### src/rtl/id_ex_pipe.sv
// id_ex_pipe: ID/EX pipeline register with field decode, control generation,
// flush/stall handling and optional load-use hazard detection.
// Build option: define IDEX_HAZARD_EN to enable load-use detection; without it
// the hazard term is tied low, so stall_out stays 0 and only flush makes bubbles.
module id_ex_pipe (
  input  logic        clk,
  input  logic        rst,
  input  logic [15:0] id_instr,
  input  logic [15:0] id_RegData1,
  input  logic [15:0] id_RegData2,
  input  logic [15:0] id_pcs,
  input  logic        id_valid,
  input  logic        flush,
  input  logic        stall_in,
  output logic [15:0] ex_instr,
  output logic [15:0] ex_RegData1,
  output logic [15:0] ex_RegData2,
  output logic [15:0] ex_pcs,
  output logic        ex_valid,
  output logic        ex_RegWrite,
  output logic        ex_MemRead,
  output logic        ex_MemWrite,
  output logic [3:0]  ex_rd,
  output logic [3:0]  ex_rs,
  output logic [3:0]  ex_rt,
  output logic        stall_out,
  output logic [7:0]  bubble_cnt
);

`ifdef IDEX_HAZARD_EN
  localparam bit HazardEn = 1'b1;
`else
  localparam bit HazardEn = 1'b0;
`endif

  logic [3:0] opcode;
  logic [3:0] id_rd;
  logic [3:0] id_rs;
  logic [3:0] id_rt;
  logic       reads_rs;
  logic       reads_rt;
  logic       reg_write;
  logic       mem_read;
  logic       mem_write;
  logic       hazard_raw;
  logic       hazard;

  // Decode register fields, source usage and control bits of the ID-stage instruction
  always_comb begin
    opcode   = id_instr[15:12];
    id_rd    = id_instr[11:8];
    id_rs    = id_instr[7:4];
    id_rt    = id_instr[3:0];
    // SW stores rd-field register; LLB/LHB merge into the rd-field register
    if (opcode == 4'b1001 || opcode == 4'b1010 || opcode == 4'b1011)
      id_rt = id_instr[11:8];
    reads_rs  = ~opcode[3] || opcode == 4'b1000 || opcode == 4'b1001 ||
                opcode == 4'b1101;
    reads_rt  = ~opcode[3] || opcode == 4'b1001 || opcode == 4'b1010 ||
                opcode == 4'b1011;
    reg_write = id_valid && (~opcode[3] || opcode == 4'b1000 ||
                opcode == 4'b1010 || opcode == 4'b1011 || opcode == 4'b1110);
    mem_read  = id_valid && opcode == 4'b1000;
    mem_write = id_valid && opcode == 4'b1001;
  end

  // Load-use detection against the instruction currently in EX; $0 never hazards
  always_comb begin
    hazard_raw = id_valid && ex_valid && ex_MemRead && (ex_rd != 4'd0) &&
                 ((reads_rs && ex_rd == id_rs) || (reads_rt && ex_rd == id_rt));
    hazard     = HazardEn && hazard_raw;
    stall_out  = hazard && !stall_in && !flush;
  end

  // Pipeline register: rst > stall_in > flush/hazard bubble > capture
  always_ff @(posedge clk) begin
    if (rst) begin
      ex_instr    <= '0;
      ex_RegData1 <= '0;
      ex_RegData2 <= '0;
      ex_pcs      <= '0;
      ex_valid    <= 1'b0;
      ex_RegWrite <= 1'b0;
      ex_MemRead  <= 1'b0;
      ex_MemWrite <= 1'b0;
      ex_rd       <= '0;
      ex_rs       <= '0;
      ex_rt       <= '0;
      bubble_cnt  <= '0;
    end else if (stall_in) begin
      ex_instr    <= ex_instr;
    end else if (flush || hazard) begin
      ex_instr    <= '0;
      ex_RegData1 <= '0;
      ex_RegData2 <= '0;
      ex_pcs      <= '0;
      ex_valid    <= 1'b0;
      ex_RegWrite <= 1'b0;
      ex_MemRead  <= 1'b0;
      ex_MemWrite <= 1'b0;
      ex_rd       <= '0;
      ex_rs       <= '0;
      ex_rt       <= '0;
      if (bubble_cnt != 8'hFF)
        bubble_cnt <= bubble_cnt + 8'd1;
    end else begin
      ex_instr    <= id_instr;
      ex_RegData1 <= id_RegData1;
      ex_RegData2 <= id_RegData2;
      ex_pcs      <= id_pcs;
      ex_valid    <= id_valid;
      ex_RegWrite <= reg_write;
      ex_MemRead  <= mem_read;
      ex_MemWrite <= mem_write;
      ex_rd       <= id_rd;
      ex_rs       <= id_rs;
      ex_rt       <= id_rt;
    end
  end

endmodule

### config.mk
export PLATFORM = sky130hd
export DESIGN_NAME = id_ex_pipe
export DESIGN_NICKNAME = d
export VERILOG_FILES = /design/src/rtl/id_ex_pipe.sv
export SDC_FILE = /design/constraint.sdc
export NUM_CORES = 1
export LEC_CHECK = 0
export ABC_AREA = 0
export CORE_ASPECT_RATIO = 0.6
export CORE_MARGIN = 5
export CORE_UTILIZATION = 30
export CTS_CLUSTER_DIAMETER = 30
export DETAILED_ROUTE_END_ITERATION = 8
export PLACE_DENSITY = 0.67
export SETUP_SLACK_MARGIN = 0.4
export SYNTH_ARGS = -nofsm -noshare
export SYNTH_HDL_FRONTEND = slang
export SYNTH_SLANG_ARGS = --single-unit
### constraint.sdc
create_clock -name clk -period 1.45 [get_ports clk]
set_input_delay 0.29 -clock clk [delete_from_list [all_inputs] [get_ports clk]]
set_output_delay 0.29 -clock clk [all_outputs]
set_load 0.02 [all_outputs]
Word level (Yosys, flattened, before mapping)
Cells that the tools add are included.
{"block": "op_classes", "add_sub_neg": 1, "mul": 0, "div": 0, "order_cmp": 0, "n_eq_ne": 6, "shift": 0, "n_mux": 12, "bitwise_logic": 2, "reduce_logical": 10}
{"operator": "16-bit 2-to-1 mux", "n": 4}
{"operator": "4-bit equality test, second input constant", "n": 5}
{"operator": "4-bit 2-to-1 mux", "n": 4}
{"operator": "8-bit by 1-bit adder with 8-bit output, second input constant", "n": 1}
{"operator": "8-bit inequality test, second input constant", "n": 1}
{"operator": "1-bit logical OR", "n": 6}
{"operator": "1-bit 2-to-1 mux", "n": 4}
{"operator": "1-bit logical AND", "n": 3}
{"operator": "3-bit AND reduction", "n": 1}
{"operator": "1-bit inverter", "n": 2}
{"block": "word_totals", "ff_bits": 88, "latch_bits": 0, "mem_bits_rw": 0, "romBits": 0, "inputBits": 69, "output_inout_bits": 89, "word_cells": 43, "mem_count": 0}

Depth between registers and ports, before layout
{"block": "depth", "word_depth": 7, "ltp_mapped": 5, "depth_no_buf": 5}

Least setup slack after synthesis
OpenSTA, ideal clock, no wires.
{"block": "synth_timing", "path_type": "reg-to-reg", "startpoint": "register bubble_cnt[0]", "endpoint": "register bubble_cnt[6]", "arrival_ps": 1448, "slack_ps": -130, "stages_incl_launch_ff": 6, "path_buffers": 0, "synth_period_minus_slack_ps": 1580, "cell_sequence": "dfxtp_1 ha_1 nand3_1 or3b_1 nor3_1 a211oi_1"}
{"block": "synth_via", "elab_chain_cells": 2}
{"element": "start, declared", "line": "27", "text": "output logic [7:0] bubble_cnt"}
{"element": "start signal, assigned", "line": "105", "text": "bubble_cnt <= bubble_cnt + 8'd1;"}
{"element": "branches (longest 2 deep; another with 8-bit by 1-bit adder with 8-bit output)"}
Several ways; the timed one is not identified.
A chain may end at the register's enable or synchronous reset.

Final worst setup path
Same ends and word-level chain as after synthesis.

==> run_results.csv <==
group,metric,value,unit
run_status,status,"finished clean",
floorplan,fp.dieW,137,um
logic_synthesis,netlist_top_cells_area,"dfxtp_1 (55%), a22oi_1 (16%), nor2_1 (9.4%)",
floorplan,start_util,31.3,%
global_routing,grt_pass1_wl,15900,um
global_routing,grt_usage,17.3,%
logic_synthesis,synth-seq-cells,80,
timing,rsz0062_at_grt,"yes",
power_and_ir_drop,p_seq_share,42.9,%
logic_synthesis,synth.yosys.warnings,0,
setup_path,cp_cell_sequence,"ha_4 > nand3_4 > or3b_4 > nor3_2 > a211oi_2",
setup_path,start_kind,"flop",
global_routing,grt_max_degree,55,
cts,clock_sinks,80,
setup_path,ff2ff_path_depth,5,
setup_path,worstSetupEndpointType,"flop",
worst_hold_path,min_path_cells,2,
placement,io_buffers,156,
power_and_ir_drop,clkPwrFrac,41.4,%
floorplan,die_y,86.4,um
placement,post-dp-hpwl,7010,um
detailed_routing,drt_pass1_iterations,4,
power_and_ir_drop,power.density,989,mW/mm^2
detailed_routing,vias,2955,
setup_path,crit_type,"flop to flop",
timing,fin_crit_sh,91.4,%
run,cap_violations,0,
finish,n_fill_cell,818,
timing,clock_skew,0.00389,ns
timing,final.min_clock_period,1.33,ns
finish,antenna_cells,0,
floorplan,die_area,0.0119,sq mm
timing,fmax,755,MHz
cts,cts.path.max_buffers,2,
cts,insertion_delay,0.33,ns
setup_path,r2r-end,"bubble_cnt[6]$_SDFFE_PP0P_",
global_routing,grt_antenna_before_repair,0,
timing,setup_viol,0,
finish,final_nets,559,
power_and_ir_drop,swShare,24.2,%
detailed_routing,postRouteAntennaNets,0,
setup_path,worst_path_largest_cell_delay,0.40,ns
timing,slew_violations,0,
setup_path,reg2reg_setup_slack,0.12,ns
logic_synthesis,ys_seq_area_share,54.9,%
placement,dp_slack,-0.329,ns
setup_path,critical_path.max_fanout,4,
setup_path,crit_arrival,1.54,ns
logic_synthesis,syn_nets,381,
timing,hold_violations,0,
power_and_ir_drop,p_leak,2.25,nW
global_routing,grt_pass1_vias,3083,
floorplan,rows,27,
logic_synthesis,avgSynthCellArea,9.38,sq um
cts,cts-hold-fix-buffers,0,
worst_hold_path,holdCritStartpoint,"rst",
logic_synthesis,synth_area_leader_cell,"dfxtp_1",
cts,cts_buffers,9,
detailed_routing,drtIter0Drc,101,
timing,setup_slack,0.125,ns
logic_synthesis,synthesis.instances,311,
logic_synthesis,yosysTopAreaCellShare,54.9,%
placement,place.gp.congestion,0.756,
power_and_ir_drop,p_int,0.00414,W
power_and_ir_drop,switching_power,0.00132,W
floorplan,coreArea,0.00932,sq mm
worst_hold_path,hold_path.class,"input port to flop",
cts,cts_tree,"done",
power_and_ir_drop,peakVddDrop,552,uV
detailed_routing,wirelength,10300,um
detailed_routing,wl_per_cell,16.6,um
cts,clk_pin_slew,0.06,ns
floorplan,pin_count,158,
finish,synthToLayoutAreaGrowth,89.2,%
cts,htree_levels,3,
logic_synthesis,synth_area,0.00292,sq mm
timing,tns,0,ns
logic_synthesis,yosys.cell_types.count,35,
detailed_routing,viasPerCell,4.74,
power_and_ir_drop,power_frac_comb,15.7,%
setup_path,required,1.67,ns
global_routing,grt.overflow.total,0,
finish,drive_above_1_share,49.6,%
worst_hold_path,hold_end,"bubble_cnt[2]$_SDFFE_PP0P_",
setup_path,slowest_stage,"or3b_4",
cts,cts_root_buffer,"clkbuf_16",
setup_path,reg2reg_from,"bubble_cnt[0]$_SDFFE_PP0P_",
detailed_routing,drc_errors,0,
[power groups by stage]
stage	registers, W	logic (W)	clock network, W
after floorplan	0.00246	0.000242	0
after global placement	0.00236	0.000769	0
after detailed placement	0.00237	0.000778	0
after CTS	0.00235	0.000860	0.00233
after global routing	0.00235	0.000915	0.00243
final	0.00234	0.000858	0.00226
[kinds of logic (layout without fill, tap and decap cells)]
kind of cell    count (synthesis)  after routing  share of synthesized area, %
compound gates                 82             82                          20.5
xor+xnor                        1              1                         0.300
fa+ha+maj                       1              1                         0.429
buf+inv                        34            217                          5.88
flops                          80             80                          54.9
mux                             6              6                          2.06
other cells                     1              1                         0.129
simple gates                  106            106                          15.8
[per-stage QoR]
stage	hold WS, ns	utilization (%)	power (W)	std cells	cell area (sq um)
CTS	0.285	58.3	0.00554	617	5430
detailed placement	0.450	50.3	0.00315	582	4690
global placement	0.440	50.3	0.00313	582	4690
floorplan	0.434	-	0.00270	311	3000
global route	0.301	59.2	0.00570	624	5520
finish	0.300	59.2	0.00546	624	5520
[metal layers]
| metal | share of wire, % | GRT usage (%) | vias up |
|---|---|---|---|
| li1 | - | - | 1449 |
| met1 | 44 | 20.4 | 1380 |
| met2 | 44 | 27.6 | 118 |
| met3 | 11 | 8.76 | 8 |
| met4 | 0.90 | 5.07 | 0 |
| met5 | 0 | 0 | - |
[how the worst max path moves through the flow]
stage,start,endpoint,slack (ns),cells past startpoint
after CTS,bubble_cnt[1]$_SDFFE_PP0P_,bubble_cnt[6]$_SDFFE_PP0P_,0.09,5
final,bubble_cnt[0]$_SDFFE_PP0P_,bubble_cnt[6]$_SDFFE_PP0P_,0.12,5
after global placement,flush,bubble_cnt[6]$_SDFFE_PP0P_,-0.27,5
after global routing,bubble_cnt[0]$_SDFFE_PP0P_,bubble_cnt[1]$_SDFFE_PP0P_,0.11,6
after floorplan,bubble_cnt[0]$_SDFFE_PP0P_,bubble_cnt[6]$_SDFFE_PP0P_,0.1,5
after detailed placement,flush,ex_MemRead$_SDFFE_PP0N_,-0.33,5
[sequential cells by signal (all words and copies together), names as in the netlist, 4 cells and up]
signal and cells:
ex_RegData2 16, ex_pcs 16, ex_instr 16, ex_rt 4, bubble_cnt 8, ex_RegData1 16
[cell usage in the layout, fill, tap and decap left out, types with 2 or more instances in the layout]
cell type	count
a21oi_1	5
a22oi_1	64
buf_12	3
buf_16	2
buf_2	3
buf_4	32
buf_6	94
clkbuf_1	2
clkbuf_16	9
clkdlybuf4s50_1	60
dfxtp_2	69
dfxtp_4	11
dlygate4sd2_1	5
inv_1	2
mux2i_1	6
nand2_1	10
nand3_1	2
nand4_1	2
nor2_1	72
nor2_4	2
nor3_1	3
nor3_2	3
o21ai_0	3
o21ai_1	2
or3b_4	2
[repair_timing]
| action | in CTS | in global routing |
|---|---|---|
| resized for setup | 618 | 19 |
| pin swaps | 13 | 6 |
| setup endpoints to repair | 166 | 142 |
| gates cloned | 2 | 0 |
| setup buffers | 17 | 7 |
[Yosys cell counts]
master     n
nand3_1    3
buf_1      3
nor4_1     2
o21ai_0    6
buf_2      8
nor2_2     1
nor2b_1    1
xor2_1     1
o31a_1     1
or3b_2     1
o2111a_1   1
inv_1      2
a22oi_1   64
a41oi_1    1
nor3b_1    1
conb_1     1
mux2i_1    6
nand2_1   10
dfxtp_1   80
ha_1       1
and2b_4    1
clkbuf_1  12
or3b_1     1
or3_2      1
nor2_1    73
a21o_1     1
nand4_1    2
buf_4      9
nor3_1     6
and4b_1    1
a21oi_1    5
o21ba_2    1
nand2b_1   1
a211oi_1   2
nand4b_1   1
[layout make-up]
type | instances | area, sq um | area share [%]
timing repair buffer | 199 | 2070 | 37.6
sequential | 80 | 1730 | 31.3
multi-input combinational | 197 | 1250 | 22.6
clock buffer | 12 | 246 | 4.47
tap | 130 | 163 | 2.95
clock inverter | 4 | 52.6 | 0.952
inverter | 2 | 7.51 | 0.136
[critical path: cells and delay by family, from the launching register on]
| kind | cells | cell delay (ns) |
|---|---|---|
| AO/OA/AOI/OAI | 1 | 0.05 |
| flip-flops | 1 | 0.37 |
| AND/OR/NAND/NOR | 3 | 0.64 |
| adder cells (fa/ha/maj) | 1 | 0.15 |
Power figures use the tool's default switching activity.
